### config.mk
export PLATFORM = sky130hd
export DESIGN_NAME = microwave_control_flat
export DESIGN_NICKNAME = d
export VERILOG_FILES = /design/src/rtl/microwave_control_if.sv /design/src/rtl/microwave_control.sv /design/src/flat_wrapper.sv
export SDC_FILE = /design/constraint.sdc
export NUM_CORES = 1
export LEC_CHECK = 0
export BUFFER_PORTS_ARGS = -buffer_cell sky130_fd_sc_hd__buf_2
export CAP_MARGIN = 20
export CORE_AREA = 2 2 39 41
export CTS_CLUSTER_SIZE = 8
export DETAILED_ROUTE_END_ITERATION = 10
export DIE_AREA = 0 0 41 43
export SETUP_SLACK_MARGIN = 0.5
export SYNTH_ARGS = -nofsm -noshare
export SYNTH_HDL_FRONTEND = slang
export SYNTH_SLANG_ARGS = --single-unit
### constraint.sdc
create_clock -name clk -period 1.86 [get_ports clk]
set_input_delay 0.372 -clock clk [delete_from_list [all_inputs] [get_ports clk]]
set_output_delay 0.372 -clock clk [all_outputs]
set_load 0.05 [all_outputs]
### src/rtl/microwave_control_if.sv
// Panel, door and timer inputs plus the magnetron enable for the microwave controller.
// The panel side is the master; the controller is the slave.
interface microwave_control_if;
  logic startn;
  logic stopn;
  logic clearn;
  logic door_closed;
  logic timer_done;
  logic mag;

  modport master (
    output startn,
    output stopn,
    output clearn,
    output door_closed,
    output timer_done,
    input  mag
  );

  modport slave (
    input  startn,
    input  stopn,
    input  clearn,
    input  door_closed,
    input  timer_done,
    output mag
  );
endinterface

### src/rtl/microwave_control.sv
// Magnetron-enable controller: synchronizes the panel/door/timer levels and runs an
// IDLE/COOK/PAUSED state machine whose registered output drives the magnetron.
module microwave_control #(
  parameter int SYNC_STAGES = 2
) (
  input  logic                clk,
  input  logic                rst_n,
  microwave_control_if.slave  bus
);

  typedef enum logic [1:0] {
    IDLE   = 2'b00,
    COOK   = 2'b01,
    PAUSED = 2'b10
  } state_t;

  logic [SYNC_STAGES-1:0] startn_q;
  logic [SYNC_STAGES-1:0] stopn_q;
  logic [SYNC_STAGES-1:0] clearn_q;
  logic [SYNC_STAGES-1:0] door_closed_q;
  logic [SYNC_STAGES-1:0] timer_done_q;

  logic   startn_s;
  logic   stopn_s;
  logic   clearn_s;
  logic   door_closed_s;
  logic   timer_done_s;
  logic   start_req;
  logic   stop_req;
  logic   clr_req;
  logic   door_ok;
  logic   done;
  state_t state;
  state_t state_nxt;
  logic   mag_r;

  // Chains reset to the inactive levels so nothing can request cooking right after reset.
  always_ff @(posedge clk or negedge rst_n) begin
    if (!rst_n) begin
      startn_q      <= '1;
      stopn_q       <= '1;
      clearn_q      <= '1;
      door_closed_q <= '0;
      timer_done_q  <= '0;
    end else begin
      startn_q      <= {startn_q[SYNC_STAGES-2:0], bus.startn};
      stopn_q       <= {stopn_q[SYNC_STAGES-2:0], bus.stopn};
      clearn_q      <= {clearn_q[SYNC_STAGES-2:0], bus.clearn};
      door_closed_q <= {door_closed_q[SYNC_STAGES-2:0], bus.door_closed};
      timer_done_q  <= {timer_done_q[SYNC_STAGES-2:0], bus.timer_done};
    end
  end

  assign startn_s      = startn_q[SYNC_STAGES-1];
  assign stopn_s       = stopn_q[SYNC_STAGES-1];
  assign clearn_s      = clearn_q[SYNC_STAGES-1];
  assign door_closed_s = door_closed_q[SYNC_STAGES-1];
  assign timer_done_s  = timer_done_q[SYNC_STAGES-1];

  assign start_req = !startn_s;
  assign stop_req  = !stopn_s;
  assign clr_req   = !clearn_s;
  assign door_ok   = door_closed_s;
  assign done      = timer_done_s;

  // Priority: clear > timer done > door open > stop > start.
  function automatic state_t next_state(
    input state_t cur,
    input logic   start_r,
    input logic   stop_r,
    input logic   clr_r,
    input logic   door_r,
    input logic   done_r
  );
    next_state = IDLE;
    case (cur)
      IDLE: begin
        if (clr_r || done_r)                   next_state = IDLE;
        else if (start_r && door_r && !stop_r) next_state = COOK;
        else                                   next_state = IDLE;
      end
      COOK: begin
        if (clr_r)                  next_state = IDLE;
        else if (done_r)            next_state = IDLE;
        else if (!door_r || stop_r) next_state = PAUSED;
        else                        next_state = COOK;
      end
      PAUSED: begin
        if (clr_r || done_r)                   next_state = IDLE;
        else if (start_r && door_r && !stop_r) next_state = COOK;
        else                                   next_state = PAUSED;
      end
      default: next_state = IDLE;
    endcase
  endfunction

  always_comb begin
    state_nxt = next_state(state, start_req, stop_req, clr_req, door_ok, done);
  end

  // mag is registered from the next state so it changes on the same edge as state.
  always_ff @(posedge clk or negedge rst_n) begin
    if (!rst_n) begin
      state <= IDLE;
      mag_r <= 1'b0;
    end else begin
      state <= state_nxt;
      mag_r <= (state_nxt == COOK);
    end
  end

  assign bus.mag = mag_r;

endmodule

### src/flat_wrapper.sv
// flat-port wrapper written by rule: the top's interface ports become plain ports
module microwave_control_flat 
#(
  parameter int SYNC_STAGES = 2
)
  (clk, rst_n, bus_startn, bus_stopn, bus_clearn, bus_door_closed, bus_timer_done, bus_mag);
  microwave_control_if bus_i ();
  input  logic clk;
  input  logic rst_n;
  input wire logic [$bits(bus_i.startn)-1:0] bus_startn;
  input wire logic [$bits(bus_i.stopn)-1:0] bus_stopn;
  input wire logic [$bits(bus_i.clearn)-1:0] bus_clearn;
  input wire logic [$bits(bus_i.door_closed)-1:0] bus_door_closed;
  input wire logic [$bits(bus_i.timer_done)-1:0] bus_timer_done;
  output wire logic [$bits(bus_i.mag)-1:0] bus_mag;
  assign bus_i.startn = bus_startn;
  assign bus_i.stopn = bus_stopn;
  assign bus_i.clearn = bus_clearn;
  assign bus_i.door_closed = bus_door_closed;
  assign bus_i.timer_done = bus_timer_done;
  assign bus_mag = bus_i.mag;
  microwave_control #(.SYNC_STAGES(SYNC_STAGES)) u_core (.clk(clk), .rst_n(rst_n), .bus(bus_i));
endmodule
==> results.yml, run 1 <==
setup_path:
  worst-r2r-cell-count: 2
  path_class: "reg2out"
  crit_end: "bus_mag"
  max_stage_delay_ns: 0.33
  critPathArrivalTime_ns: 0.84
  crit_buf_inv: 1
  reg2reg_to: "u_core.bus.mag"
  slowest_stage: "dfrtp_1"
  critPathRequiredTime_ns: 1.49
  start_kind: "register"
  cp-startpoint: "u_core.bus.mag"
  rrSetupSlack_ns: 0.67
  worstPathMaxFanout: 1
  worstSetupPathDepth: 1
  path_delay_family: "flip-flops"
  end_kind: "output pin"
  crit_chain: "buf_2"
  reg2reg_from: "u_core.clearn_q[1]"
yosys:
  synth_area_leader_cell: "dfrtp_1"
  ys_ff_latch: 13
  synthCells: 22
  netlist_area_sq_um: 390.4
  synth.area.top_cells: "dfrtp_1, dfstp_2, a2111oi_0, nor2b_1, nand3b_1"
  synthDistinctLibCells: 9
  yosys_warnings: 0
  yosysSeqAreaShare_pct: 85.26
  avgSynthCellArea_sq_um: 17.74
  netlist.area_leader.share_pct: 44.87
  synth_nets: 29
placed_design:
  io_buffers: 7
  dp.cells: 45
  place_congestion: 0.5289
  pre_cts_slack_ns: 0.6242
drt:
  wl_met1_microns: 208
  wire_per_inst_microns: 11.34
  ant_nets: 0
  dr.pass1.iters: 2
  viasPerCell: 4.280
  num_vias: 214
  dr.first_iter.drc_count: 4
  wirelength_microns: 567
  top_layer_used: "met4"
  drc: 0
  met3_length_microns: 44
  dr_wl_met2_microns: 301
hold_path:
  hold_depth: 1
  hold_class: "in2reg"
clocking:
  root_buffer: "clkbuf_4"
  cts_buffers: 3
  clk_path_buf_depth: 2
  post-cts-setup-buffers: 0
  clock_sinks: 13
  cts_htree_levels: 1
  clk-insertion-delay-late_ns: 0.27
  tritoncts: "built"
  clk_pin_slew_ns: 0.08
grt:
  first_global_vias: 254
  antenna_found_initial: 0
  grt_pass1_wl_microns: 979
  grt_max_degree: 14
  track_usage_pct: 9.016
  globalRouteOverflowTotal: 0
sta:
  slew_headroom_pct: 70.58
  tns_ns: 0
  rsz0062_at_grt: "false"
  period_share_pct: 65.33
  worst_pin_slew_ns: 0.4302
  fmax_mhz: 823.0
  setup_ws_ns: 0.6449
  setup_viol: 0
  slew_violations: 0
  finClkSkew_ns: 0.007823
  hold_viol_final: 0
  fin_crit_ns: 1.215
pwr:
  finalPower_mw: 0.4903
  max-vdd-ir-drop_v: 0.0003720
  leakage_nw: 0.2130
  power_density_mw_per_mm2: 1018
finish:
  stdcell_count: 50
  nFillCells: 138
  drive_gt1_share_pct: 47.06
  n_antenna_cell: 0
  syn_to_final_growth_pct: 23.40
  fin_util_pct: 34.81
  multi_input_area_sq_um: 57.56
  seqCellArea_sq_um: 332.8
  fin_nets: 42
run:
  maxCapViolations: 0
floorplan:
  io_pins: 8
  fp.dieW_microns: 41
  rows: 14
  die_h_microns: 43
  die_area_sq_mm: 0.001763
  initial_core_util_pct: 28.21
  core_sq_mm: 0.001384
run_status:
  status: "finished, final reports clean"
==> layout make-up <==
class | instances | share of cell area [%]
Tap cell | 16 | 4.156
Clock buffer | 4 | 5.455
Sequential cell | 13 | 69.09
Timing Repair Buffer | 8 | 9.351
Multi-Input combinational cell | 9 | 11.95
==> timing repair <==
action,in CTS,in global routing
hold buffers,1,0
gates resized for setup,0,0
endpoints found under the hold margin,7,0
==> cells in the mapped netlist <==
master     instances
nor2b_1            2
nand2_1            1
o21ai_0            1
nand3b_1           1
a2111oi_0          2
dfstp_2            6
dfrtp_1            7
nand2b_1           1
a21oi_1            1
==> cells in the final DEF (no fill, tap or decap) <==
cell type | netlist | layout
nand3b_1 | 1 | 1
dfrtp_1 | 7 | 7
dfstp_2 | 6 | 6
nand2_1 | 1 | 1
clkbuf_4 | 0 | 3
o21ai_0 | 1 | 1
nor2b_1 | 2 | 2
clkbuf_1 | 0 | 1
a2111oi_0 | 2 | 2
nand2b_1 | 1 | 1
dlygate4sd3_1 | 0 | 1
buf_2 | 0 | 7
a21oi_1 | 1 | 1
==> worst min-delay path by stage <==
stage                           from            endpoint  slack, ns
final                     bus_startn  u_core.startn_q[0]       0.19
after global routing      bus_clearn  u_core.clearn_q[0]       0.18
after CTS                 bus_startn  u_core.startn_q[0]       0.18
after detailed placement       rst_n      u_core.bus.mag       0.27
after global placement         rst_n      u_core.bus.mag       0.25
after floorplan                rst_n      u_core.bus.mag       0.08
==> registers in the layout, indices dropped and copies added, names as in the netlist <==
signal and count:
u_core.bus.mag 1, u_core.door_closed_q 2, u_core.clearn_q 2, u_core.state 2, u_core.stopn_q 2, u_core.startn_q 2, u_core.timer_done_q 2
==> kinds of logic after synthesis <==
group           Yosys count  share of synthesized area (%)
compound gates            4                          7.050
simple gates              5                          7.693
flops                    13                          85.26
==> per-stage QoR <==
stage / hold slack [ns] / instance area (sq um)
3_5_place_dp: 0.2689 / 445.4
2_1_floorplan: 0.07641 / 390.4
6_report: 0.1903 / 481.7
5_1_grt: 0.1786 / 481.7
3_3_place_gp: 0.2549 / 445.4
4_1_cts: 0.1837 / 481.7
==> worst reg2reg max path, delay by kind of cell (launching register included) <==
kind	cells	cell delay, ns
AO/OA/AOI/OAI	1	0.45
flip-flops	1	0.52
AND/OR/NAND/NOR	1	0.08
==> per-layer routing <==
metal / track usage, % / up-vias
li1: - / 100
met1: 9.278 / 102
met2: 13.44 / 10
met3: 3.141 / 2
met4: 8.000 / 0
met5: 0 / -
==> power by group <==
group	total (mW)	leakage, nW	internal, mW	switching [mW]
logic	0.0189	0.0466	0.00792	0.0110
registers	0.303	0.151	0.299	0.00354
clock network	0.168	0.0150	0.0830	0.0853
Power figures use the tool's default switching activity.
==> run 2, diff against run 1 <==
ABC_AREA = 1   (was unset)
clock period = 1.3 ns   (was 1.86 ns; I/O delays follow)
==> run 2 against run 1 <==
Effect of this change: sequential share of layout area is 6.4 points lower; area after synthesis is 7.4% higher; clock power is 48% higher; via count is 13% higher; first-iteration DRC count is 75% lower; global-route usage hardly changed; critical path type unchanged; largest power group unchanged.
==> results.yml, run 2 <==
hold_path:
  hold_class: "in2reg"
setup_path:
  slowest_stage: "dfrtp_2"
  critPathArrivalTime_ns: 0.83
  critPathRequiredTime_ns: 1.04
  reg2reg_to: "u_core.bus.mag"
  worstSetupPathDepth: 1
  path_delay_family: "flip-flops"
  crit_end: "bus_mag"
  crit_chain: "buf_6"
  cp-startpoint: "u_core.bus.mag"
  crit_buf_inv: 1
  path_class: "reg2out"
  rrSetupSlack_ns: 0.40
  max_stage_delay_ns: 0.40
  start_kind: "register"
  reg2reg_from: "u_core.clearn_q[1]"
  worst-r2r-cell-count: 4
  worstPathMaxFanout: 1
  end_kind: "output pin"
pwr:
  finalPower_mw: 0.7194
  leakage_nw: 0.2479
  power_density_mw_per_mm2: 1350
  max-vdd-ir-drop_v: 0.0006797
grt:
  grt_pass1_wl_microns: 910
  globalRouteOverflowTotal: 0
  track_usage_pct: 8.989
  antenna_found_initial: 0
  first_global_vias: 238
  grt_max_degree: 14
sta:
  setup_viol: 0
  period_share_pct: 83.54
  slew_violations: 0
  slew_headroom_pct: 81.47
  hold_viol_final: 0
  fmax_mhz: 920.8
  setup_ws_ns: 0.2139
  finClkSkew_ns: 0.002458
  rsz0062_at_grt: "true"
  fin_crit_ns: 1.086
  tns_ns: 0
  worst_pin_slew_ns: 0.2780
drt:
  ant_nets: 0
  dr.pass1.iters: 4
  drc: 0
  viasPerCell: 4.155
  wirelength_microns: 543
  num_vias: 241
  wire_per_inst_microns: 9.362
  dr.first_iter.drc_count: 1
finish:
  fin_nets: 50
  syn_to_final_growth_pct: 27.16
  final_cell_mix: "buf_2, dfstp_2, dfrtp_1"
  nFillCells: 133
  drive_gt1_share_pct: 61.90
  n_antenna_cell: 0
yosys:
  synthDistinctLibCells: 12
  synthCells: 30
  yosys_warnings: 0
  yosys-top-cells-count: "dfrtp_1, dfstp_2, inv_1, nor2_1"
  ys_ff_latch: 13
  async_reset_ff_share_pct: 100.0
  synth_ff_type: "dfrtp_1"
  avgSynthCellArea_sq_um: 13.97
  netlist.area_leader.share_pct: 41.79
  synth.area.top_cells: "dfrtp_1, dfstp_2, inv_1, nor2_1, nor2_4"
  netlist_area_sq_um: 419.2
  synth_edf_count: 0
  yosysSeqAreaShare_pct: 79.40
  synth_most_common_cell: "dfrtp_1"
  synth_area_leader_cell: "dfrtp_1"
  synth_nets: 37
clocking:
  clk_path_buf_depth: 2
  cts_buffers: 3
  clk_pin_slew_ns: 0.08
  cts_htree_levels: 1
  clk-insertion-delay-late_ns: 0.28
  tritoncts: "built"
  clock_sinks: 13
  root_buffer: "clkbuf_4"
floorplan:
  io_pins: 8
  core_sq_mm: 0.001384
  initial_core_util_pct: 30.29
  die_area_sq_mm: 0.001763
  rows: 14
  fp.dieW_microns: 41
  die_h_microns: 43
run:
  maxCapViolations: 0
placed_design:
  dp_hpwl_microns: 361.2
  place_congestion: 0.6505
  io_buffers: 7
  pre_cts_slack_ns: 0.4237
run_status:
  status: "finished, final reports clean"
==> run 2: area by class of cell <==
cell class	count	area, sq um	share of cell area (%)
Inverter	5	18.77	3.521
Multi-Input combinational cell	12	81.33	15.26
Clock buffer	3	22.52	4.225
Timing Repair Buffer	8	51.30	9.624
Tap cell	16	20.02	3.756
Sequential cell	13	334.1	62.68
Clock inverter	1	5.005	0.9390
==> run 2: cells by family after synthesis <==
family                 after synthesis  share of synthesized area (%)
AND/OR/NAND/NOR                     11                          14.93
flip-flops                          13                          79.40
buffers and inverters                5                          4.478
AO/OA/AOI/OAI                        1                          1.193
==> run 2: routing by layer <==
metal / wire (microns) / global-route usage [%]
met3: 55 / 9.424
met4: 14 / 6.000
met5: 0 / 0
met1: 195 / 7.483
met2: 278 / 12.19
==> run 2: where the power goes <==
part / internal (mW) / switching [mW] / total, mW
clock: 0.114 / 0.133 / 0.248
sequential: 0.429 / 0.00931 / 0.438
combinational: 0.0146 / 0.0192 / 0.0338
total: 0.557 / 0.162 / 0.719
==> run 2: worst min path at each step <==
stage,from,to,cells after the start
2_1_floorplan,rst_n,u_core.bus.mag,0
5_1_grt,bus_clearn,u_core.clearn_q[0],1
6_report,bus_startn,u_core.startn_q[0],1
3_5_place_dp,rst_n,u_core.door_closed_q[0],1
3_3_place_gp,rst_n,u_core.door_closed_q[0],1
4_1_cts,bus_startn,u_core.startn_q[0],1
==> run 2: per-stage QoR <==
step / std cells / utilization [%] / instance area, sq um / hold slack, ns
after CTS: 58 / 38.52 / 533.0 / 0.06258
final: 58 / 38.52 / 533.0 / 0.07490
after global routing: 58 / 38.52 / 533.0 / 0.05043
after detailed placement: 53 / 34.63 / 479.2 / 0.1559
after global placement: 53 / 34.63 / 479.2 / 0.1507
after floorplan: 30 / - / 424.2 / -0.03559
==> run 2: what timing repair did <==
| action | CTS | global route |
|---|---|---|
| resized for setup | 4 | 0 |
| setup endpoints to repair | 4 | 4 |
| buffers inserted | 0 | 0 |
| endpoints found under the hold margin | 7 | 0 |
| hold buffers | 1 | 0 |
| pin swaps | 1 | 2 |
==> run 3, diff against run 2 <==
ABC_AREA = 0   (was 1)
clock period = 1 ns   (was 1.3 ns; I/O delays follow)
==> run 3 against run 2 <==
Effect of this change: final area rose by 2.8%; clock skew fell by 0.00079 ns; sequential power rose by 30%; power rose by 29%; the flow now finishes with violations (hold timing); critical path type unchanged; core utilization rose by 1.1 points; clock power rose by 25%; largest cell class unchanged; hold slack got worse by 0.28 ns.
==> results.yml, run 3 (synthesized netlist as in run 1, its figures left out) <==
run_status:
  status: "finished with violations"
  violations: "hold timing"
clocking:
  tritoncts: "built"
  clock_sinks: 13
  clk-insertion-delay-late_ns: 0.27
  clk_path_buf_depth: 2
  clk_pin_slew_ns: 0.07
  cts_buffers: 3
  root_buffer: "clkbuf_4"
  cts_htree_levels: 1
pwr:
  cell_internal_pwr_mw: 0.7336
  power_density_mw_per_mm2: 1695
  seq_power_share_pct: 61.3
  switchingPower_mw: 0.1950
  clkPwrFrac_pct: 33.4
  swShare_pct: 21.00
  leakage_nw: 0.2249
  p_comb_share_pct: 5.3
  max-vdd-ir-drop_v: 0.0006939
sta:
  finClkSkew_ns: 0.001669
  tns_ns: 0
  period_share_pct: 99.25
  fmax_mhz: 1008
  worst_pin_slew_ns: 0.2759
  fin_crit_ns: 0.9925
  setup_viol: 0
  fin_hold_ws_ns: -0.2031
  slew_headroom_pct: 81.61
  slew_violations: 0
  hold_viol_final: 7
  rsz0062_at_grt: "true"
floorplan:
  initial_core_util_pct: 28.21
  core_sq_mm: 0.001384
  rows: 14
  io_pins: 8
  fp.dieW_microns: 41
  die_h_microns: 43
  die_area_sq_mm: 0.001763
grt:
  antenna_found_initial: 0
  grt_pass1_wl_microns: 828
  globalRouteOverflowTotal: 0
  track_usage_pct: 7.613
  grt_max_degree: 14
  first_global_vias: 210
finish:
  syn_to_final_growth_pct: 40.38
  n_antenna_cell: 0
  nFillCells: 129
  final_area_sq_um: 548.0
  seqCellArea_sq_um: 335.3
  final_cell_mix: "buf_2, dfstp_2, dfrtp_1, clkbuf_4"
  multi_input_area_sq_um: 125.1
  drive_gt1_share_pct: 75.76
  fin_nets: 41
setup_path:
  path_class: "reg2out"
  crit_chain: "buf_6"
  start_kind: "register"
  critPathRequiredTime_ns: 0.80
  crit_buf_inv: 1
  max_stage_delay_ns: 0.37
  slowest_stage: "dfrtp_1"
  critPathArrivalTime_ns: 0.79
  end_kind: "output pin"
  worstPathMaxFanout: 1
  path_delay_family: "flip-flops"
drt:
  dr.first_iter.drc_count: 0
  ant_nets: 0
  wire_per_inst_microns: 9.469
  drc: 0
  num_vias: 198
  viasPerCell: 4.041
  dr.pass1.iters: 1
  wirelength_microns: 464
placed_design:
  place_congestion: 0.5567
  placed_area_sq_um: 460.4
  io_buffers: 7
run:
  maxCapViolations: 0
hold_path:
  hold_class: "in2async"
[run 3: final timing paths]
| path | slack, ns | to | cells after the start | startpoint |
|---|---|---|---|---|
| hold reg to reg | 0.35 | u_core.timer_done_q[1] | 0 | u_core.timer_done_q[0] |
| max in group asynchronous | 0.93 | u_core.clearn_q[0] | 1 | rst_n |
| setup reg to reg | 0.02 | u_core.state[0] | 2 | u_core.clearn_q[1] |
| hold / removal | -0.20 | u_core.door_closed_q[0] | 1 | rst_n |
| setup / recovery | 0.007 | bus_mag | 1 | u_core.bus.mag |
| min in group clk | 0.02 | u_core.stopn_q[0] | 1 | bus_stopn |
[run 3: metrics by stage]
stage | cells | setup slack, ns | util [%] | total power [mW]
2_1_floorplan | 22 | 0.06816 | - | 0.5863
3_3_place_gp | 45 | 0.05486 | 33.27 | 0.6078
5_1_grt | 49 | -0.03198 | 39.60 | 0.9773
6_report | 49 | 0.007497 | 39.60 | 0.9287
3_5_place_dp | 45 | 0.02239 | 33.27 | 0.6105
4_1_cts | 49 | -0.007034 | 38.43 | 0.9394
[run 3: repair_timing]
action	in CTS	in global routing
endpoints found under the hold margin	7	7
cloned	0	0
pin swaps	0	3
gates resized for setup	9	5
setup buffers	0	0
setup endpoints to repair	7	7
[run 3: area by class of cell]
| cell class | instances | share of cell area (%) |
|---|---|---|
| Sequential cell | 13 | 61.19 |
| Multi-Input combinational cell | 9 | 22.83 |
| Timing Repair Buffer | 7 | 7.534 |
| Clock buffer | 4 | 4.795 |
| Tap cell | 16 | 3.653 |
[run 3: metal layers]
| metal | up-vias | track usage (%) | share of wire, % |
|---|---|---|---|
| met5 | - | 0 | 0 |
| li1 | 98 | - | - |
| met3 | 0 | 4.712 | 6.5 |
| met4 | 0 | 6.000 | 0 |
| met2 | 7 | 10.00 | 49 |
| met1 | 93 | 8.362 | 45 |
[run 3: power by group through the flow]
| stage | sequential, mW | clock (mW) | combinational, mW |
|---|---|---|---|
| finish | 0.569 | 0.310 | 0.0491 |
| global route | 0.572 | 0.351 | 0.0543 |
| CTS | 0.567 | 0.325 | 0.0470 |
| detailed placement | 0.574 | 0 | 0.0367 |
| global placement | 0.573 | 0 | 0.0348 |
| floorplan | 0.575 | 0 | 0.0113 |
